### src/rtl/cva6_cfg_report_pkg.sv
// Shared definitions for the configuration reporter: FSM state type,
// descriptor layout constants and the elaboration-time descriptor builder.
package cva6_cfg_report_pkg;

  // Default core XLEN of the build configuration.
  localparam int unsigned CVA6ConfigXlen = 64;

  typedef enum logic [1:0] {
    IDLE,
    SEND,
    DONE
  } state_e;

  localparam logic [7:0]  CfgMagic    = 8'hC6;
  localparam int unsigned CfgNumBytes = 7;

  // Bit positions inside descriptor byte 2 (feature flags).
  localparam int unsigned FlagFpu       = 0;
  localparam int unsigned FlagCvxif     = 1;
  localparam int unsigned FlagCExt      = 2;
  localparam int unsigned FlagAExt      = 3;
  localparam int unsigned FlagFetchUser = 4;
  localparam int unsigned FlagDataUser  = 5;
  localparam int unsigned FlagRename    = 6;

  // Bit positions inside descriptor byte 3 (FP formats).
  localparam int unsigned FmtF16    = 0;
  localparam int unsigned FmtF16Alt = 1;
  localparam int unsigned FmtF8     = 2;
  localparam int unsigned FmtFVec   = 3;

  function automatic logic [6:0][7:0] build_descriptor(
    input int unsigned xlen,
    input logic        fpu_en,
    input logic        f16_en,
    input logic        f16alt_en,
    input logic        f8_en,
    input logic        fvec_en,
    input logic        cvxif_en,
    input logic        cext_en,
    input logic        aext_en,
    input logic        rename_en,
    input logic        fetch_user_en,
    input logic        data_user_en,
    input int unsigned fetch_user_width,
    input int unsigned data_user_width
  );
    logic [6:0][7:0] d;
    d    = '0;
    d[0] = CfgMagic;
    d[1] = 8'(xlen);
    d[2][FlagFpu]       = fpu_en;
    d[2][FlagCvxif]     = cvxif_en;
    d[2][FlagCExt]      = cext_en;
    d[2][FlagAExt]      = aext_en;
    d[2][FlagFetchUser] = fetch_user_en;
    d[2][FlagDataUser]  = data_user_en;
    d[2][FlagRename]    = rename_en;
    d[3][FmtF16]        = f16_en;
    d[3][FmtF16Alt]     = f16alt_en;
    d[3][FmtF8]         = f8_en;
    d[3][FmtFVec]       = fvec_en;
    d[4] = 8'(fetch_user_width);
    d[5] = 8'(data_user_width);
    d[6] = d[0] ^ d[1] ^ d[2] ^ d[3] ^ d[4] ^ d[5];
    return d;
  endfunction

endpackage

### src/rtl/cva6_config_reporter.sv
// Streams the constant 7-byte build-configuration descriptor on request.
// Ports:
//   clk_i, rst_ni   clock, asynchronous active-low reset
//   req_i           start a transfer (sampled only in IDLE)
//   abort_i         synchronous abort of the transfer in progress
//   valid_o/ready_i byte-wide valid/ready handshake, data on byte_o
//   busy_o          high while in SEND or DONE
//   done_o          one-cycle pulse after the last byte is accepted
module cva6_config_reporter
  import cva6_cfg_report_pkg::*;
#(
  parameter int unsigned Xlen           = CVA6ConfigXlen,
  parameter logic        FpuEn          = 1'b0,
  parameter logic        F16En          = 1'b0,
  parameter logic        F16AltEn       = 1'b0,
  parameter logic        F8En           = 1'b0,
  parameter logic        FVecEn         = 1'b0,
  parameter logic        CvxifEn        = 1'b0,
  parameter logic        CExtEn         = 1'b0,
  parameter logic        AExtEn         = 1'b0,
  parameter logic        RenameEn       = 1'b0,
  parameter logic        FetchUserEn    = 1'b0,
  parameter logic        DataUserEn     = 1'b0,
  parameter int unsigned FetchUserWidth = Xlen,
  parameter int unsigned DataUserWidth  = Xlen
) (
  input  logic       clk_i,
  input  logic       rst_ni,
  input  logic       req_i,
  input  logic       abort_i,
  output logic       valid_o,
  input  logic       ready_i,
  output logic [7:0] byte_o,
  output logic       busy_o,
  output logic       done_o
);

  if (!(Xlen == 32 || Xlen == 64)) begin : g_bad_xlen
    $error("cva6_config_reporter: Xlen must be 32 or 64");
  end
  if (FetchUserWidth < 1 || FetchUserWidth > 255) begin : g_bad_fetch_w
    $error("cva6_config_reporter: FetchUserWidth must be 1..255");
  end
  if (DataUserWidth < 1 || DataUserWidth > 255) begin : g_bad_data_w
    $error("cva6_config_reporter: DataUserWidth must be 1..255");
  end

  localparam logic [6:0][7:0] Desc = build_descriptor(
    Xlen, FpuEn, F16En, F16AltEn, F8En, FVecEn, CvxifEn, CExtEn, AExtEn,
    RenameEn, FetchUserEn, DataUserEn, FetchUserWidth, DataUserWidth);

  localparam logic [2:0] LastIdx = 3'(CfgNumBytes - 1);

  state_e     state_q;
  logic [2:0] idx_q;
  logic       valid_q;
  logic [7:0] byte_q;

  // The next byte is loaded into byte_q on the accepting edge, so byte_o
  // is purely registered and ready_i never reaches it combinationally.
  always_ff @(posedge clk_i or negedge rst_ni) begin
    if (!rst_ni) begin
      state_q <= IDLE;
      idx_q   <= '0;
      valid_q <= 1'b0;
      byte_q  <= '0;
    end else begin
      unique case (state_q)
        IDLE: begin
          if (req_i) begin
            state_q <= SEND;
            idx_q   <= '0;
            valid_q <= 1'b1;
            byte_q  <= Desc[0];
          end
        end
        SEND: begin
          // Abort takes priority over a same-cycle handshake.
          if (abort_i) begin
            state_q <= IDLE;
            idx_q   <= '0;
            valid_q <= 1'b0;
            byte_q  <= '0;
          end else if (valid_q && ready_i) begin
            if (idx_q == LastIdx) begin
              state_q <= DONE;
              idx_q   <= '0;
              valid_q <= 1'b0;
              byte_q  <= '0;
            end else begin
              idx_q  <= idx_q + 3'd1;
              byte_q <= Desc[idx_q + 3'd1];
            end
          end
        end
        DONE: begin
          state_q <= IDLE;
          idx_q   <= '0;
          valid_q <= 1'b0;
          byte_q  <= '0;
        end
        default: begin
          state_q <= IDLE;
          idx_q   <= '0;
          valid_q <= 1'b0;
          byte_q  <= '0;
        end
      endcase
    end
  end

  assign valid_o = valid_q;
  assign byte_o  = byte_q;
  assign busy_o  = (state_q != IDLE);
  assign done_o  = (state_q == DONE);

  idx_in_range_a: assert property (@(posedge clk_i) disable iff (!rst_ni) idx_q <= LastIdx);

endmodule

### config.mk
export PLATFORM = sky130hd
export DESIGN_NAME = cva6_config_reporter
export DESIGN_NICKNAME = d
export VERILOG_FILES = /design/src/rtl/cva6_cfg_report_pkg.sv /design/src/rtl/cva6_config_reporter.sv
export SDC_FILE = /design/constraint.sdc
export NUM_CORES = 1
export LEC_CHECK = 0
export ABC_AREA = 1
export BUFFER_PORTS_ARGS = -buffer_cell sky130_fd_sc_hd__buf_2
export CORE_AREA = 2 2 39 41
export DETAILED_ROUTE_END_ITERATION = 6
export DIE_AREA = 0 0 41 43
export PLACE_DENSITY_LB_ADDON = 0.1
export SLEW_MARGIN = 0
export SYNTH_ARGS = -nofsm -noshare
export SYNTH_HDL_FRONTEND = slang
export SYNTH_SLANG_ARGS = --single-unit
export TNS_END_PERCENT = 100
### constraint.sdc
create_clock -name clk_i -period 1.8 [get_ports clk_i]
set_clock_uncertainty 0.2 [all_clocks]
set_input_delay 0.54 -clock clk_i [delete_from_list [all_inputs] [get_ports clk_i]]
set_output_delay 0.54 -clock clk_i [all_outputs]
set_load 0.01 [all_outputs]
==> summary.txt, run 1 <==
Synthesis
  • Cells after Synth: 64
  • Register bit total from synthesis: 7
  • Leading area contributor after synthesis: dfrtp_1
  • Count leader, synth: nand2_1
  • Mux contribution to synthesized area: 0%
  • Yosys cell types: 17
  • Synth top area cells: dfrtp_1 (34%), nand2_1 (15%), buf_4 (8.7%)
  • Number of flops mapped to enable cells by yosys: 0
  • Synth Area in Adders: 7.28%
  • Largest family of logic cells by synthesized area: simple AND/OR/NAND/NOR gates
  • Synth Flop Type: dfrtp_1
  • Commonest cells in the synthesized netlist: nand2_1 (21), dfrtp_1 (7), buf_4 (6), inv_1 (6), nand3_1 (5)
  • Synth Area in XOR/XNOR: 0%
  • Asr flop ratio synth: 100%
  • Synth Area in Simple Gates: 38.3%
  • Avg Cell Area, Syn: 8.05 sq um
  • Ys Warns: 0
  • Area share of the largest cell type after synthesis: 34.0%
  • Seq/Total Area, Yosys: 34.0%
  • Post-synthesis cell area: 515 sq um
  • Synth Area in Compound Gates: 2.67%

Power and ir drop
  • Leakage: 0.343 nW
  • Net Switching: 0.000384 W
  • Logic pwr share: 51.9%
  • Pwr/cell area: 1440 nW/um^2
  • Clock power frac: 16.3%
  • Reg power frac: 31.8%
  • Peak supply drop: 0.000708 V
  • Switching part of the total: 44.9%
  • Int Pwr: 0.000472 W

Die
  • Ports: 16
  • Die Width: 41 microns
  • Rows: 14
  • Die height: 43 microns
  • Core Area: 1380 sq um
  • Starting density of the core: 37.3%
  • Die area: 1760 sq um

Critical path
  • Critical Path Source Type: flip-flop
  • Crit path DAT: 960 ps
  • CP max-delay cell: dfrtp_1
  • Worst Path Buf+Inv: 2
  • CP peak stage delay: 430 ps
  • Worst path required time: 1060 ps
  • CP Max Fanout: 5
  • CP Capture Type: output port
  • CP top delay family: flip-flops
  • Crit path cell chain: inv_2 > nand2_4 > buf_2
  • Critical path class: flip-flop to output port

Clock tree
  • Clk_lat worst skew: 250 ps
  • Worst-path clk slew: 50 ps
  • Clk buf depth: 2
  • CTS root buffer: clkbuf_4
  • Post_cts resized: 0
  • H-Tree Level Count: 1
  • Clk sinks: 7
  • Num CTS Buffers: 3
  • Post-CTS setup buffers: 0
  • CTS tree: yes

GRT
  • Number of global-route vias before repair: 342
  • Initial antenna violation count: 0
  • Largest net degree at the start of global routing: 8
  • Wire length of the first global-routing pass: 1.39 mm
  • Overall Global Routing Usage: 12.5%
  • Grt ovf: 0

Flow run
  • Max-cap violations: 0

Layout
  • Storage element area: 175 sq um
  • Area occupied by multi-input gates: 264 sq um
  • Fin nets: 86
  • Ant diodes: 0
  • Util after Layout: 42.9%
  • Non-Filler Instances: 93
  • Area Growth Syn to Fin: 15.0%
  • Fillers: 155
  • Share of post-route cells with drive strength above 1: 31.2%

Placed design
  • Hpwl dp: 692 microns
  • Setup WS pre-CTS: 309 ps
  • Routability cong.: 0.727
  • Placed insts: 88
  • Port Buffers: 11

STA
  • RSZ-0062 raised after global routing: false
  • Fmax: 587 MHz
  • Fin Setup TNS: 0 ps
  • Final hold viol count: 0
  • Tmin final: 1700 ps
  • Endpoints failing setup: 0
  • Period utilization: 94.6%
  • Final Max Tran Viols: 0
  • Worst setup margin: 97.8 ps

Route
  • Post-route ant nets: 0
  • Total Wirelength: 819 microns
  • WL/cell: 8.81 microns
  • DRT Pass-1 Iters: 2
  • Vias: 393
  • Avg Vias per Cell: 4.23
  • DRC Markers: 0
  • 1st-iter DRT viols: 4

Run status
  • Status: finished, final reports clean

Min path
  • Worst min path class: flip-flop to flip-flop
## area by class of cell
type / count / share of cell area (%)
Inverter: 10 / 7.17
Clock buffer: 4 / 4.43
Tap cell: 16 / 3.38
Multi-Input combinational cell: 44 / 44.5
Timing Repair Buffer: 12 / 11.0
Sequential cell: 7 / 29.5
## worst register-to-register path, cell delays in order, from the launching register on
cell and delay, ps:
dfrtp_1 400, inv_1 70, ha_1 190, nand2_1 60, nand2_1 70, nor2_4 130
nand3_1 100, nand2_1 60, nand2_1 50, nand2_1 50
## flip-flops by register name, indices dropped and copies added, names as in the netlist
name / count
valid_o: 1
state_q: 1
byte_o: 2
idx_q: 3
## per-stage QoR
step                hold WS [ps]  power [W]  cell area, sq um
finish                       264   0.000855               593
floorplan                   44.4   0.000628               527
CTS                          273   0.000874               593
global placement             180   0.000729               557
detailed placement           180   0.000727               557
global route                 310   0.000952               593
## per-layer routing
metal  vias up  track usage, %  part of all wire [%]
met2        10            16.9                    51
met5         -               0                     0
met3         0            9.42                   6.2
met4         0            2.00                     0
met1       171            15.9                    43
li1        212               -                     -
## kinds of logic after synthesis
| logic type | Yosys count |
|---|---|
| adders and majority gates | 3 |
| AOI/OAI and AO/OA | 2 |
| other | 1 |
| and+or+nand+nor | 35 |
| buffers and inverters | 16 |
| DFF | 7 |
## power groups by stage
stage	Combinational, W	Sequential (W)	Clock [W]
after global placement	0.000453	0.000276	0
after CTS	0.000454	0.000273	0.000146
after global routing	0.000513	0.000281	0.000159
final	0.000444	0.000272	0.000140
after detailed placement	0.000450	0.000277	0
after floorplan	0.000344	0.000285	0
## path summary, 6_finish.rpt
path / startpoint / endpoint / slack, ps / cells after the start
hold / removal: byte_o[6] / byte_o[6] / 260 / 2
setup reg to reg: idx_q[0] / byte_o[2] / 350 / 9
min in group asynchronous: rst_ni / idx_q[2] / 440 / 2
max in group asynchronous: rst_ni / byte_o[6] / 800 / 2
setup / recovery: valid_o / busy_o / 100 / 3
hold reg to reg: byte_o[6] / byte_o[6] / 260 / 2
## what timing repair did
action                     in CTS  in global routing
setup endpoints to repair       0                  0
hold buffers                    1                  0
hold endpoints to repair        7                  0
## cell usage in the layout, fill, tap and decap left out, drive strengths merged
master	synthesis	final
dfrtp	7	7
inv	10	10
nor2	5	5
o21ai	1	1
conb	1	4
dlygate4sd3	0	1
nand2	22	22
nand3b	2	2
nand3	6	6
o221ai	1	1
ha	3	3
clkbuf	0	4
buf	6	11
(Power assumes the default switching activity.)
==> run 2, diff against run 1 <==
- CTS_BUF_LIST: not set -> sky130_fd_sc_hd__clkbuf_4 sky130_fd_sc_hd__clkbuf_8
==> run 2 against run 1 <==
Net effect: cell count did not move; clock power rose by 9%; non-clock buffer count did not move; maximum frequency barely moved; global-route usage rose by 0.30 points; combinational power barely moved; largest power group unchanged.
==> summary.txt, run 2 (synthesized netlist as in run 1, its figures left out) <==
Layout
  • Share of post-route cells with drive strength above 1: 32.5% (+1.3 points)
  • Fin nets: 86 (unchanged)
  • Reg with most FFs: idx_q
  • Ant diodes: 0 (unchanged)
  • Commonest non-fill, non-tap cell in the layout: nand2_1
  • Fillers: 155 (unchanged)
  • Most frequent cells in the layout: nand2_1 (21), buf_2 (11), dfrtp_1 (7), inv_1 (6), nand3_1 (5)
  • Area Growth Syn to Fin: 15.8%
  • Max FFs per register: 3 (unchanged)
  • Non-Filler Instances: 93 (unchanged)
  • Finished Cell Area: 597 sq um (+0.63%)
  • Util after Layout: 43.1% (+0.27 points)

Clock tree
  • Hold buffers post-CTS: 1 (unchanged)
  • Worst-path clk slew: 50 ps (about the same)
  • Clk_lat worst skew: 250 ps (about the same)
  • Clk sinks: 7 (unchanged)
  • CTS root buffer: clkbuf_4
  • H-Tree Level Count: 1 (unchanged)
  • Num CTS Buffers: 3 (unchanged)
  • Clk buf depth: 2 (unchanged)
  • CTS tree: yes
  • Post-CTS setup buffers: 0 (unchanged)
  • Post_cts resized: 0 (unchanged)

Die
  • Die height: 43 microns (unchanged)
  • Starting density of the core: 37.3% (unchanged)
  • Ports: 16 (unchanged)
  • Die area: 1760 sq um (unchanged)
  • Die Width: 41 microns (unchanged)
  • Rows: 14 (unchanged)
  • Core Area: 1380 sq um (unchanged)

GRT
  • Initial antenna violation count: 0 (unchanged)
  • Met2 usage: 16.9% (unchanged)
  • Number of global-route vias before repair: 345 (+0.88%)
  • Wire length of the first global-routing pass: 1.41 mm (+1.0%)
  • Most Used Layer, Global Route: met2
  • Met1 usage: 15.9% (unchanged)
  • Grt ovf: 0 (unchanged)
  • Overall Global Routing Usage: 12.8% (+0.30 points)
  • Largest net degree at the start of global routing: 8 (unchanged)
  • Met3 GRT Util: 9.42% (unchanged)

Route
  • DRT Pass-1 Iters: 2 (unchanged)
  • DRC Markers: 0 (unchanged)
  • 1st-iter DRT viols: 5 (+1)
  • WL/cell: 8.83 microns (+0.24%)
  • Post-route ant nets: 0 (unchanged)
  • Total Wirelength: 821 microns (+0.24%)
  • Avg Vias per Cell: 4.20 (-0.51%)
  • Vias: 391 (-0.51%)

Run status
  • Status: finished, final reports clean

Critical path
  • Flop2flop setup slack: 350 ps (about the same)
  • Crit path cell chain: inv_2 > nand2_4 > buf_2
  • Crit path DAT: 960 ps (about the same)
  • CP Capture Type: output port
  • CP max-delay cell: dfrtp_1
  • CP Max Fanout: 5 (unchanged)
  • CP peak stage delay: 430 ps (about the same)
  • Critical path class: flip-flop to output port
  • Critical Path Source Type: flip-flop
  • Worst path required time: 1060 ps (about the same)

STA
  • Final hold viol count: 0 (unchanged)
  • Final Hold Slack: 264 ps (unchanged)
  • Fin Setup TNS: 0 ps (unchanged)
  • RSZ-0062 raised after global routing: false
  • Tmin final: 1700 ps (+0.700 ps)
  • Period utilization: 94.6% (about the same)
  • Fmax: 587 MHz (about the same)
  • Endpoints failing setup: 0 (unchanged)
  • Final Max Tran Viols: 0 (unchanged)

Placed design
  • Placed insts: 88 (unchanged)
  • Post-DP Area: 557 sq um (unchanged)
  • Routability cong.: 0.727 (unchanged)
  • Port Buffers: 11 (unchanged)
  • Hpwl dp: 692 microns (unchanged)

Power and ir drop
  • Pwr/cell area: 1460 nW/um^2 (+0.96%)
  • Leakage: 0.346 nW (+1.0%)
  • Peak supply drop: 0.000686 V (-3.1%)

Flow run
  • Max-cap violations: 0 (unchanged)

Min path
  • Worst min path class: flip-flop to flip-flop
run 2: cell counts in the layout (fill, tap and decap cells not counted):
No cell type changed its count.
run 2: critical path, delay by kind of cell (launching register included):
kind	cells	cell delay [ps]
buf+inv	2	230
flops	1	430
simple gates	1	60
run 2: report_power, final:
| group | total (W) | internal (W) | switching [W] |
|---|---|---|---|
| logic | 0.000444 | 0.000170 | 0.000274 |
| registers | 0.000272 | 0.000217 | 0.0000545 |
| clock network | 0.000153 | 0.0000994 | 0.0000541 |
run 2: final cells by class:
cell class                      instances  area [sq um]  share of cell area, %
Multi-Input combinational cell         44           264                   44.2
Sequential cell                         7           175                   29.4
Timing Repair Buffer                   12          65.1                   10.9
Inverter                               10          42.5                   7.13
Clock buffer                            4          30.0                   5.03
Tap cell                               16          20.0                   3.35
run 2: stage by stage:
stage | total power (W) | worst slack (ps)
after CTS | 0.000890 | 81.4
after floorplan | 0.000628 | 417
after detailed placement | 0.000727 | 309
after global placement | 0.000729 | 304
final | 0.000869 | 97.1
after global routing | 0.000970 | 36.6
run 2: per-layer routing:
metal	vias to the layer above	routed length (microns)
li1	212	-
met1	170	355
met2	9	417
met3	0	48
met4	0	0
met5	-	0
run 2: worst paths after layout:
path	startpoint	depth (start not counted)	end
setup / recovery	valid_o	3	busy_o
hold / removal	byte_o[6]	2	byte_o[6]
setup reg to reg	idx_q[0]	9	byte_o[2]
hold reg to reg	byte_o[6]	2	byte_o[6]
max in group asynchronous	rst_ni	2	byte_o[6]
min in group asynchronous	rst_ni	2	idx_q[2]
